<file path="config.mk">
export PLATFORM = sky130hd
export DESIGN_NAME = lstm_gate_feeder_flat
export DESIGN_NICKNAME = d
export VERILOG_FILES = /design/src/rtl/lstm_gate_feeder_if.sv /design/src/rtl/lstm_gate_feeder.sv /design/src/flat_wrapper.sv
export SDC_FILE = /design/constraint.sdc
export NUM_CORES = 1
export LEC_CHECK = 0
export ABC_CLOCK_PERIOD_IN_PS = 1700
export BUFFER_PORTS_ARGS = -buffer_cell sky130_fd_sc_hd__buf_2
export CAP_MARGIN = 40
export CELL_PAD_IN_SITES_DETAIL_PLACEMENT = 1
export CELL_PAD_IN_SITES_GLOBAL_PLACEMENT = 2
export CORE_UTILIZATION = 16
export DETAILED_ROUTE_END_ITERATION = 7
export HOLD_SLACK_MARGIN = 0.06
export PLACE_DENSITY = 0.74
export SKIP_LAST_GASP = 1
export SYNTH_ARGS = -nofsm -noshare
export SYNTH_HDL_FRONTEND = slang
export SYNTH_SLANG_ARGS = --single-unit
</file>
<file path="constraint.sdc">
create_clock -name clk -period 1.7 [get_ports clk]
set_input_delay 0.17 -clock clk [delete_from_list [all_inputs] [get_ports clk]]
set_output_delay 0.17 -clock clk [all_outputs]
set_load 0.02 [all_outputs]
</file>
<file path="src/rtl/lstm_gate_feeder_if.sv">
// lstm_gate_feeder_if: start, operand-memory, gate-operand and activation signals of one gate feeder
interface lstm_gate_feeder_if #(
  parameter int WIDTH = 24,
  parameter int AW = 6
);
  logic i_start;
  logic [AW-1:0] o_x_addr;
  logic [AW-1:0] o_h_addr;
  logic o_rd_en;
  logic [WIDTH-1:0] i_x_rd;
  logic [WIDTH-1:0] i_w_rd;
  logic [WIDTH-1:0] i_h_rd;
  logic [WIDTH-1:0] i_u_rd;
  logic [WIDTH-1:0] o_x;
  logic [WIDTH-1:0] o_w;
  logic [WIDTH-1:0] o_h;
  logic [WIDTH-1:0] o_u;
  logic o_acc_x;
  logic o_acc_h;
  logic [WIDTH-1:0] i_act;
  logic [WIDTH-1:0] o_act;
  logic o_valid;
  logic o_busy;
  modport master (
    input i_start, i_x_rd, i_w_rd, i_h_rd, i_u_rd, i_act,
    output o_x_addr, o_h_addr, o_rd_en, o_x, o_w, o_h, o_u, o_acc_x, o_acc_h, o_act, o_valid, o_busy
  );
  modport slave (
    output i_start, i_x_rd, i_w_rd, i_h_rd, i_u_rd, i_act,
    input o_x_addr, o_h_addr, o_rd_en, o_x, o_w, o_h, o_u, o_acc_x, o_acc_h, o_act, o_valid, o_busy
  );
endinterface

</file>
<file path="src/rtl/lstm_gate_feeder.sv">
// lstm_gate_feeder: walks x/W and h/U memories into one LSTM gate's MACs and captures its activation
module lstm_gate_feeder #(
  parameter int WIDTH = 24,
  parameter int FRAC = 20,
  parameter int NX = 53,
  parameter int NH = 53,
  parameter int AW = 6
) (
  input logic clk,
  input logic rst,
  lstm_gate_feeder_if.master bus
);
  localparam int L = (NX > NH) ? NX : NH;
  localparam logic [AW-1:0] LAST = AW'(L - 1);
  localparam logic [AW-1:0] XMAX = AW'(NX - 1);
  localparam logic [AW-1:0] HMAX = AW'(NH - 1);
  if (FRAC >= WIDTH || L > (1 << AW)) begin : g_bad_cfg
    $error("lstm_gate_feeder: FRAC must be below WIDTH and 2**AW must cover max(NX,NH)");
  end
  typedef enum logic [2:0] {IDLE, RUN, FLUSH, SETTLE, CAPTURE} state_t;
  state_t state_q, state_d;
  logic [AW-1:0] cnt_q, cnt_d, idx_q, idx_d, x_addr_q, x_addr_d, h_addr_q, h_addr_d;
  logic fd_q, fd_d, rdy_q, rdy_d, go, x_on, h_on;
  logic [WIDTH-1:0] act_q, act_d;
  always_comb begin
    go = bus.i_start && (state_q == IDLE || state_q == CAPTURE);
    state_d = go ? RUN
            : state_q == RUN ? (cnt_q == LAST ? FLUSH : RUN)
            : state_q == FLUSH ? SETTLE
            : state_q == SETTLE ? CAPTURE
            : IDLE;
    cnt_d = go ? '0 : (state_q == RUN && cnt_q != LAST) ? cnt_q + 1'b1 : cnt_q;
    x_addr_d = state_d == RUN ? (cnt_d > XMAX ? XMAX : cnt_d) : x_addr_q;
    h_addr_d = state_d == RUN ? (cnt_d > HMAX ? HMAX : cnt_d) : h_addr_q;
    fd_d = state_q == RUN;
    idx_d = state_q == RUN ? cnt_q : idx_q;
    act_d = state_q == SETTLE ? bus.i_act : act_q;
    rdy_d = 1'b1;
    x_on = fd_q && idx_q <= XMAX;
    h_on = fd_q && idx_q <= HMAX;
  end
  always_ff @(posedge clk or posedge rst) begin
    if (rst) begin
      state_q <= IDLE;
      cnt_q <= '0;
      idx_q <= '0;
      x_addr_q <= '0;
      h_addr_q <= '0;
      fd_q <= 1'b0;
      rdy_q <= 1'b0;
      act_q <= '0;
    end else begin
      state_q <= state_d;
      cnt_q <= cnt_d;
      idx_q <= idx_d;
      x_addr_q <= x_addr_d;
      h_addr_q <= h_addr_d;
      fd_q <= fd_d;
      rdy_q <= rdy_d;
      act_q <= act_d;
    end
  end
  assign bus.o_rd_en = state_q == RUN;
  assign bus.o_busy = state_q == RUN || state_q == FLUSH || state_q == SETTLE;
  assign bus.o_valid = state_q == CAPTURE;
  assign bus.o_act = act_q;
  assign bus.o_x_addr = x_addr_q;
  assign bus.o_h_addr = h_addr_q;
  assign bus.o_x = x_on ? bus.i_x_rd : '0;
  assign bus.o_w = x_on ? bus.i_w_rd : '0;
  assign bus.o_h = h_on ? bus.i_h_rd : '0;
  assign bus.o_u = h_on ? bus.i_u_rd : '0;
  assign bus.o_acc_x = fd_q ? idx_q != '0 : rdy_q;
  assign bus.o_acc_h = fd_q ? idx_q != '0 : rdy_q;
endmodule
</file>
<file path="src/flat_wrapper.sv">
// flat-port wrapper written by rule: the top's interface ports become plain ports
module lstm_gate_feeder_flat 
#(
  parameter int WIDTH = 24,
  parameter int FRAC = 20,
  parameter int NX = 53,
  parameter int NH = 53,
  parameter int AW = 6
)
  (clk, rst, bus_i_start, bus_i_x_rd, bus_i_w_rd, bus_i_h_rd, bus_i_u_rd, bus_i_act, bus_o_x_addr, bus_o_h_addr, bus_o_rd_en, bus_o_x, bus_o_w, bus_o_h, bus_o_u, bus_o_acc_x, bus_o_acc_h, bus_o_act, bus_o_valid, bus_o_busy);
  lstm_gate_feeder_if #(.WIDTH(WIDTH), .AW(AW)) bus_i ();
  input logic clk;
  input logic rst;
  input wire logic [$bits(bus_i.i_start)-1:0] bus_i_start;
  input wire logic [$bits(bus_i.i_x_rd)-1:0] bus_i_x_rd;
  input wire logic [$bits(bus_i.i_w_rd)-1:0] bus_i_w_rd;
  input wire logic [$bits(bus_i.i_h_rd)-1:0] bus_i_h_rd;
  input wire logic [$bits(bus_i.i_u_rd)-1:0] bus_i_u_rd;
  input wire logic [$bits(bus_i.i_act)-1:0] bus_i_act;
  output wire logic [$bits(bus_i.o_x_addr)-1:0] bus_o_x_addr;
  output wire logic [$bits(bus_i.o_h_addr)-1:0] bus_o_h_addr;
  output wire logic [$bits(bus_i.o_rd_en)-1:0] bus_o_rd_en;
  output wire logic [$bits(bus_i.o_x)-1:0] bus_o_x;
  output wire logic [$bits(bus_i.o_w)-1:0] bus_o_w;
  output wire logic [$bits(bus_i.o_h)-1:0] bus_o_h;
  output wire logic [$bits(bus_i.o_u)-1:0] bus_o_u;
  output wire logic [$bits(bus_i.o_acc_x)-1:0] bus_o_acc_x;
  output wire logic [$bits(bus_i.o_acc_h)-1:0] bus_o_acc_h;
  output wire logic [$bits(bus_i.o_act)-1:0] bus_o_act;
  output wire logic [$bits(bus_i.o_valid)-1:0] bus_o_valid;
  output wire logic [$bits(bus_i.o_busy)-1:0] bus_o_busy;
  assign bus_i.i_start = bus_i_start;
  assign bus_i.i_x_rd = bus_i_x_rd;
  assign bus_i.i_w_rd = bus_i_w_rd;
  assign bus_i.i_h_rd = bus_i_h_rd;
  assign bus_i.i_u_rd = bus_i_u_rd;
  assign bus_i.i_act = bus_i_act;
  assign bus_o_x_addr = bus_i.o_x_addr;
  assign bus_o_h_addr = bus_i.o_h_addr;
  assign bus_o_rd_en = bus_i.o_rd_en;
  assign bus_o_x = bus_i.o_x;
  assign bus_o_w = bus_i.o_w;
  assign bus_o_h = bus_i.o_h;
  assign bus_o_u = bus_i.o_u;
  assign bus_o_acc_x = bus_i.o_acc_x;
  assign bus_o_acc_h = bus_i.o_acc_h;
  assign bus_o_act = bus_i.o_act;
  assign bus_o_valid = bus_i.o_valid;
  assign bus_o_busy = bus_i.o_busy;
  lstm_gate_feeder #(.WIDTH(WIDTH), .FRAC(FRAC), .NX(NX), .NH(NH), .AW(AW)) u_core (.clk(clk), .rst(rst), .bus(bus_i));
endmodule
</file>
==> results of run 1 <==
==> timing repair <==
item,4_1_cts,5_1_grt
resized for setup,174,40
pin swaps,9,12
endpoints found under the hold margin,47,0
setup buffers,7,5
hold buffers,1,0
cloned,4,2
endpoints found under the setup margin,103,105
==> cell usage after synthesis, types with 2 or more instances <==
library cell	number	area share [%]
mux2_2	5	2.0
and2_1	99	22
nor2_2	2	0.45
clkbuf_1	14	1.9
inv_1	5	0.68
nand2b_1	3	0.68
o21ai_1	2	0.36
o21ai_0	6	1.1
xor2_1	2	0.64
buf_2	2	0.36
nand4_1	2	0.45
nand2_1	77	10
nand3_1	2	0.36
dfrtp_1	47	43
ha_1	2	0.91
nor2_1	9	1.2
nor4_1	2	0.45
o211ai_1	2	0.54
buf_4	7	1.9
a21oi_1	4	0.73
==> cell families (layout without fill, tap and decap cells) <==
| kind of cell | count (synthesis) | after routing | share of synthesized area, % |
|---|---|---|---|
| AOI/OAI and AO/OA | 25 | 25 | 6.265 |
| xor gates and xnor gates | 2 | 2 | 0.6356 |
| adders and majority gates | 2 | 2 | 0.9077 |
| buffers and inverters | 30 | 323 | 5.402 |
| DFF | 47 | 47 | 42.67 |
| muxes | 6 | 6 | 2.451 |
| other | 1 | 1 | 0.1360 |
| and+or+nand+nor | 208 | 208 | 41.53 |
==> state kept, by name, summed over array words and instances (netlist names) <==
| register | count |
|---|---|
| u_core.bus.o_act | 24 |
| u_core.bus.o_x_addr | 6 |
| u_core.cnt_q | 6 |
| u_core.fd_q | 1 |
| u_core.idx_q | 6 |
| u_core.rdy_q | 1 |
| u_core.state_q | 3 |
==> per-layer routing <==
layer / vias up / wire length [um] / GRT usage (%)
met1: 1620 / 5605 / 17.92
met5: - / 0 / 0
met2: 167 / 8149 / 30.84
met4: 0 / 301 / 3.977
met3: 13 / 1202 / 4.110
li1: 1598 / - / -
==> stage by stage <==
step,setup slack (ns),util [%],std cells,hold slack (ns)
floorplan,0.006480,-,321,0.2754
global placement,-0.02914,26.78,807,0.2301
detailed placement,-0.02627,26.78,807,0.2404
CTS,-0.2236,31.61,827,0.06191
global route,-0.2818,33.05,834,0.07610
finish,-0.2152,33.05,834,0.07214
==> area by class of cell <==
type	count	area [um^2]	share of cell area, %
repair buffers	309	2292	41.53
multi-input cells	244	1612	29.20
flip-flops and latches	47	1180	21.38
well taps	220	275.3	4.988
clock buffers	7	132.6	2.403
inverters	6	22.52	0.4081
clock inverters	1	5.005	0.09068
==> critical path, stage by stage (launching register included) <==
cell and delay [ns]:
dfrtp_1 0.38, o21ai_1 0.14, nand2_1 0.11, a31oi_4 0.20
buf_12 0.17, clkbuf_16 0.16, and2_1 0.16, buf_6 0.13
==> where the power goes <==
group	switching [uW]	leakage [uW]	total [uW]	internal [uW]
registers	0.364	0.000463	1120	1120
logic	345	0.00219	715	370
clock network	413	0.0000679	957	545
==> path summary, 6_finish.rpt <==
| path | from | to | slack (ns) | depth (start not counted) |
|---|---|---|---|---|
| max in group asynchronous | rst | u_core.cnt_q[0]$_DFF_PP0_ | 0.99 | 4 |
| min reg2reg | u_core.bus.o_act[19]$_DFFE_PP0N_ | u_core.bus.o_act[19]$_DFFE_PP0N_ | 0.47 | 2 |
| min | bus_i_act[18] | u_core.bus.o_act[18]$_DFFE_PP0N_ | 0.07 | 3 |
| min in group asynchronous | rst | u_core.bus.o_act[6]$_DFFE_PP0N_ | 0.47 | 4 |
| max reg2reg | u_core.cnt_q[0]$_DFF_PP0_ | u_core.state_q[1]$_DFF_PP0_ | -0.03 | 6 |
| max | u_core.idx_q[0]$_DFFE_PP0P_ | bus_o_x[6] | -0.22 | 7 |
==> results_dict.tcl, run 1 <==
set metrics [dict create \
    status "finished with violations" \
    violations "negative setup slack" \
    dieHeight_um 133.3 \
    cts.htree.levels 2 \
    gr-total-overflow 0 \
    portBuffers 259 \
    clock_path_buffers 2 \
    path_clk_slew_ns 0.07 \
    wirelength_um 15260 \
    worstSetupEndpointType "output pin" \
    rsz0062_at_grt "yes" \
    finalClockSkew_ns 0.01006 \
    min_path_type "input pin to register" \
    fin_crit_sh_pct 112.7 \
    netlist_area_um2 2756 \
    fin_ws_ns -0.2152 \
    synthDistinctLibCells 47 \
    slew_violations 0 \
    clock_latency_ns 0.29 \
    worstPathRequired_ns 1.53 \
    setup_viol 97 \
    grt.total_usage_pct 16.28 \
    crit_type "register to output pin" \
    clkSinkCount 47 \
    num_vias 3398 \
    wl_per_cell_um 18.29 \
    first_iter_violations 79 \
    rows 47 \
    synth_ff_type "dfrtp_1" \
    netlist_instances 321 \
    dieArea_um2 17760 \
    coreArea_um2 16700 \
    routabilityCongestion 0.7927 \
    ys_async_sr_fraction_pct 100.0 \
    synth-edff-count 0 \
    die_w_um 133.3 \
    timing.final.hold_violations 0 \
    peakVddDrop_uv 319.5 \
    drtAntennaViolNets 0 \
    cts_buffers 5 \
    viasPerCell 4.074 \
    remaining_drc_errors 0 \
    grt_max_degree 48 \
    area_delta_synth_final_pct 100.2 \
    cp_max_fo 14 \
    final_cell_mix "buf_2, buf_4, nand2_1, and2_1, buf_6" \
    post-route-min-period_ns 1.915 \
    cts_tree "yes" \
    fmax_ghz 0.5221 \
    antenna_found_initial 0 \
    place_area_um2 4473 \
    maxCapViolCount 0 \
    tns_ns -16.69 \
    syn_area_per_cell_um2 8.587 \
    nNetsFinal 738 \
    mostFrequentLayoutCell "buf_2" \
    cp.arrival_ns 1.75 \
    power_uw 2792 \
    dpl.hpwl_um 11730 \
    synth-seq-cells 47 \
    io_pins 260 \
    drt_pre_antenna_iters 4 \
    grt_pass1_vias 3697 \
    p_leak_uw 0.002724 \
    grt_pass1_wl_um 21880 \
    fin_area_um2 5519 \
    filler_cell_count 2000 \
    diodes 0 \
    yosysWarningCount 0 \
    ys_seq_area_share_pct 42.67 \
    start_util_pct 16.50 \
    root_buffer "clkbuf_16" \
    drive_gt1_share_pct 61.40 \
    syn-num-nets 446 \
    p_per_area_nw_per_um2 505.9 \
    crit_path_start_kind "register" \
]
Power figures use the tool's default switching activity.
==> run 2, diff against run 1 <==
--- a/config.mk
+++ b/config.mk
@@ -5,15 +5,15 @@
 export SDC_FILE = /design/constraint.sdc
 export NUM_CORES = 1
 export LEC_CHECK = 0
-export ABC_CLOCK_PERIOD_IN_PS = 1700
+export ABC_CLOCK_PERIOD_IN_PS = 1800
 export BUFFER_PORTS_ARGS = -buffer_cell sky130_fd_sc_hd__buf_2
 export CAP_MARGIN = 40
 export CELL_PAD_IN_SITES_DETAIL_PLACEMENT = 1
 export CELL_PAD_IN_SITES_GLOBAL_PLACEMENT = 2
-export CORE_UTILIZATION = 16
+export CORE_UTILIZATION = 18
 export DETAILED_ROUTE_END_ITERATION = 7
 export HOLD_SLACK_MARGIN = 0.06
-export PLACE_DENSITY = 0.74
+export PLACE_DENSITY = 0.79
 export SKIP_LAST_GASP = 1
 export SYNTH_ARGS = -nofsm -noshare
 export SYNTH_HDL_FRONTEND = slang
==> constraint.sdc (replaced) <==
create_clock -name clk -period 1.8 [get_ports clk]
set_input_delay 0.18 -clock clk [delete_from_list [all_inputs] [get_ports clk]]
set_output_delay 0.18 -clock clk [all_outputs]
set_load 0.02 [all_outputs]
==> results_dict.tcl, run 2 (synthesized netlist as in run 1, its figures left out) <==
set metrics [dict create \
    drtAntennaViolNets 0 \
    crit_path_start_kind "register" \
    grt_max_degree 28 \
    power.internal_uw 2108 \
    slew_violations 0 \
    timing.final.hold_violations 0 \
    status "finished with violations" \
    place_ws_ns -0.003907 \
    crit_type "register to output pin" \
    grt.total_usage_pct 18.43 \
    p_comb_share_pct 26.5 \
    violations "negative setup slack" \
    largest_register_ffs 24 \
    routabilityCongestion 0.8427 \
    clkSinkCount 47 \
    cp.arrival_ns 1.81 \
    portBuffers 259 \
    clock_latency_ns 0.28 \
    relSlewSlack_pct 65.28 \
    worstSetupEndpointType "output pin" \
    viasPerCell 4.311 \
    dpl.hpwl_um 11670 \
    wirelength_um 15570 \
    clkPwrFrac_pct 36.1 \
    area_delta_synth_final_pct 102.9 \
    grt_pass1_wl_um 22010 \
    setup_viol 96 \
    cp_max_fo 7 \
    swShare_pct 25.53 \
    die_w_um 125.7 \
    cts.htree.levels 2 \
    p_per_area_nw_per_um2 506.2 \
    gr-total-overflow 0 \
    post-route-min-period_ns 1.990 \
    seq_power_share_pct 37.4 \
    wl_per_cell_um 19.64 \
    nNetsFinal 733 \
    num_vias 3419 \
    clock_path_buffers 2 \
    worst_pin_slew_ns 0.5201 \
    peakVddDrop_uv 353.7 \
    start_util_pct 18.68 \
    finalClockSkew_ns 0.009809 \
    rsz0062_at_grt "yes" \
    worstPathRequired_ns 1.62 \
    fin_crit_sh_pct 110.6 \
    drt_pre_antenna_iters 4 \
    power_uw 2831 \
    io_pins 260 \
    root_buffer "clkbuf_16" \
    rows 44 \
    remaining_drc_errors 0 \
    fin_cells 793 \
    final_cell_mix "buf_2, buf_6, nand2_1, and2_4, buf_4" \
    netSwitchingPower_uw 722.9 \
    cts_tree "yes" \
    antenna_found_initial 1 \
    fin_ws_ns -0.1904 \
    dieArea_um2 15810 \
    dieHeight_um 125.7 \
    p_leak_uw 0.002813 \
    dpl.cell_count 761 \
    cts_buffers 5 \
    grt_pass1_vias 3551 \
    first_iter_violations 118 \
    maxCapViolCount 0 \
    fmax_ghz 0.5024 \
    min_path_type "input pin to register" \
    path_clk_slew_ns 0.06 \
    mostFrequentLayoutCell "buf_2" \
    drive_gt1_share_pct 66.78 \
    coreArea_um2 14750 \
]
[run 2: cell types whose count changed in the layout (fill, tap and decap cells not counted), moves of 3 or more]
| cell | delta |
|---|---|
| and2_1 | -36 |
| and2_4 | +36 |
| buf_4 | -35 |
| buf_6 | +28 |
| o21ai_1 | -3 |
[run 2: metal layers]
metal | up-vias | wire length, um | global-route usage [%]
met4 | 0 | 401 | 5.386
met3 | 17 | 1144 | 4.715
met1 | 1652 | 6291 | 21.63
li1 | 1582 | - | -
met2 | 168 | 7735 | 32.97
met5 | - | 0 | 0
[run 2: metrics by stage]
step | setup TNS (ns) | hold WS, ns | cell area (um^2) | util [%]
2_1_floorplan | 0 | 0.2854 | 2756 | -
3_3_place_gp | 0 | 0.2530 | 4360 | 29.55
3_5_place_dp | -0.003907 | 0.2624 | 4360 | 29.55
4_1_cts | -15.18 | 0.08281 | 5235 | 35.48
5_1_grt | -21.30 | 0.08067 | 5590 | 37.89
6_report | -13.50 | 0.08903 | 5593 | 37.91
[run 2: path summary, 6_finish.rpt]
kind                                                       start                            endpoint  slack (ns)  cells past startpoint
min in group asynchronous                                    rst     u_core.bus.o_act[0]$_DFFE_PP0N_        0.51                      3
worst max register to register       u_core.state_q[1]$_DFF_PP0_  u_core.bus.o_x_addr[1]$_DFFE_PP0N_        0.04                      5
worst min register to register  u_core.bus.o_act[17]$_DFFE_PP0N_    u_core.bus.o_act[17]$_DFFE_PP0N_        0.47                      2
max in group asynchronous                                    rst         u_core.state_q[0]$_DFF_PP0_        0.76                      4
worst min-delay path                               bus_i_act[11]    u_core.bus.o_act[11]$_DFFE_PP0N_        0.09                      3
worst max-delay path                 u_core.idx_q[0]$_DFFE_PP0P_                         bus_o_x[19]       -0.19                      8
[run 2: area by class of cell]
type | instances | area, um^2
clock inverters | 1 | 30.03
multi-input cells | 244 | 1649
well taps | 184 | 230.2
clock buffers | 6 | 128.9
fillers | 1741 | 9161
repair buffers | 304 | 2350
flip-flops and latches | 47 | 1180
diodes | 1 | 2.502
inverters | 6 | 22.52
[run 2: repair_timing]
action / 4_1_cts / 5_1_grt
pin swaps: 11 / 45
setup buffers: 9 / 5
endpoints found under the setup margin: 97 / 102
hold buffers: 1 / 0
endpoints found under the hold margin: 22 / 0
resized for setup: 176 / 94
gates cloned: 7 / 4
[run 2: power by group through the flow]
stage | Clock, uW | Sequential, uW | Combinational (uW)
2_1_floorplan | 0 | 1080 | 243
6_report | 1020 | 1060 | 751
3_3_place_gp | 0 | 1080 | 538
5_1_grt | 1100 | 1060 | 784
3_5_place_dp | 0 | 1080 | 538
4_1_cts | 1060 | 1060 | 676
[run 2: worst max-delay path: stages, from the launching register on]
cell       delay [ns]
dfrtp_1          0.40
o21ai_2          0.16
nand2_2          0.09
a31oi_4          0.20
buf_12           0.15
buf_12           0.13
clkbuf_16        0.15
and2_4           0.14
buf_6            0.11
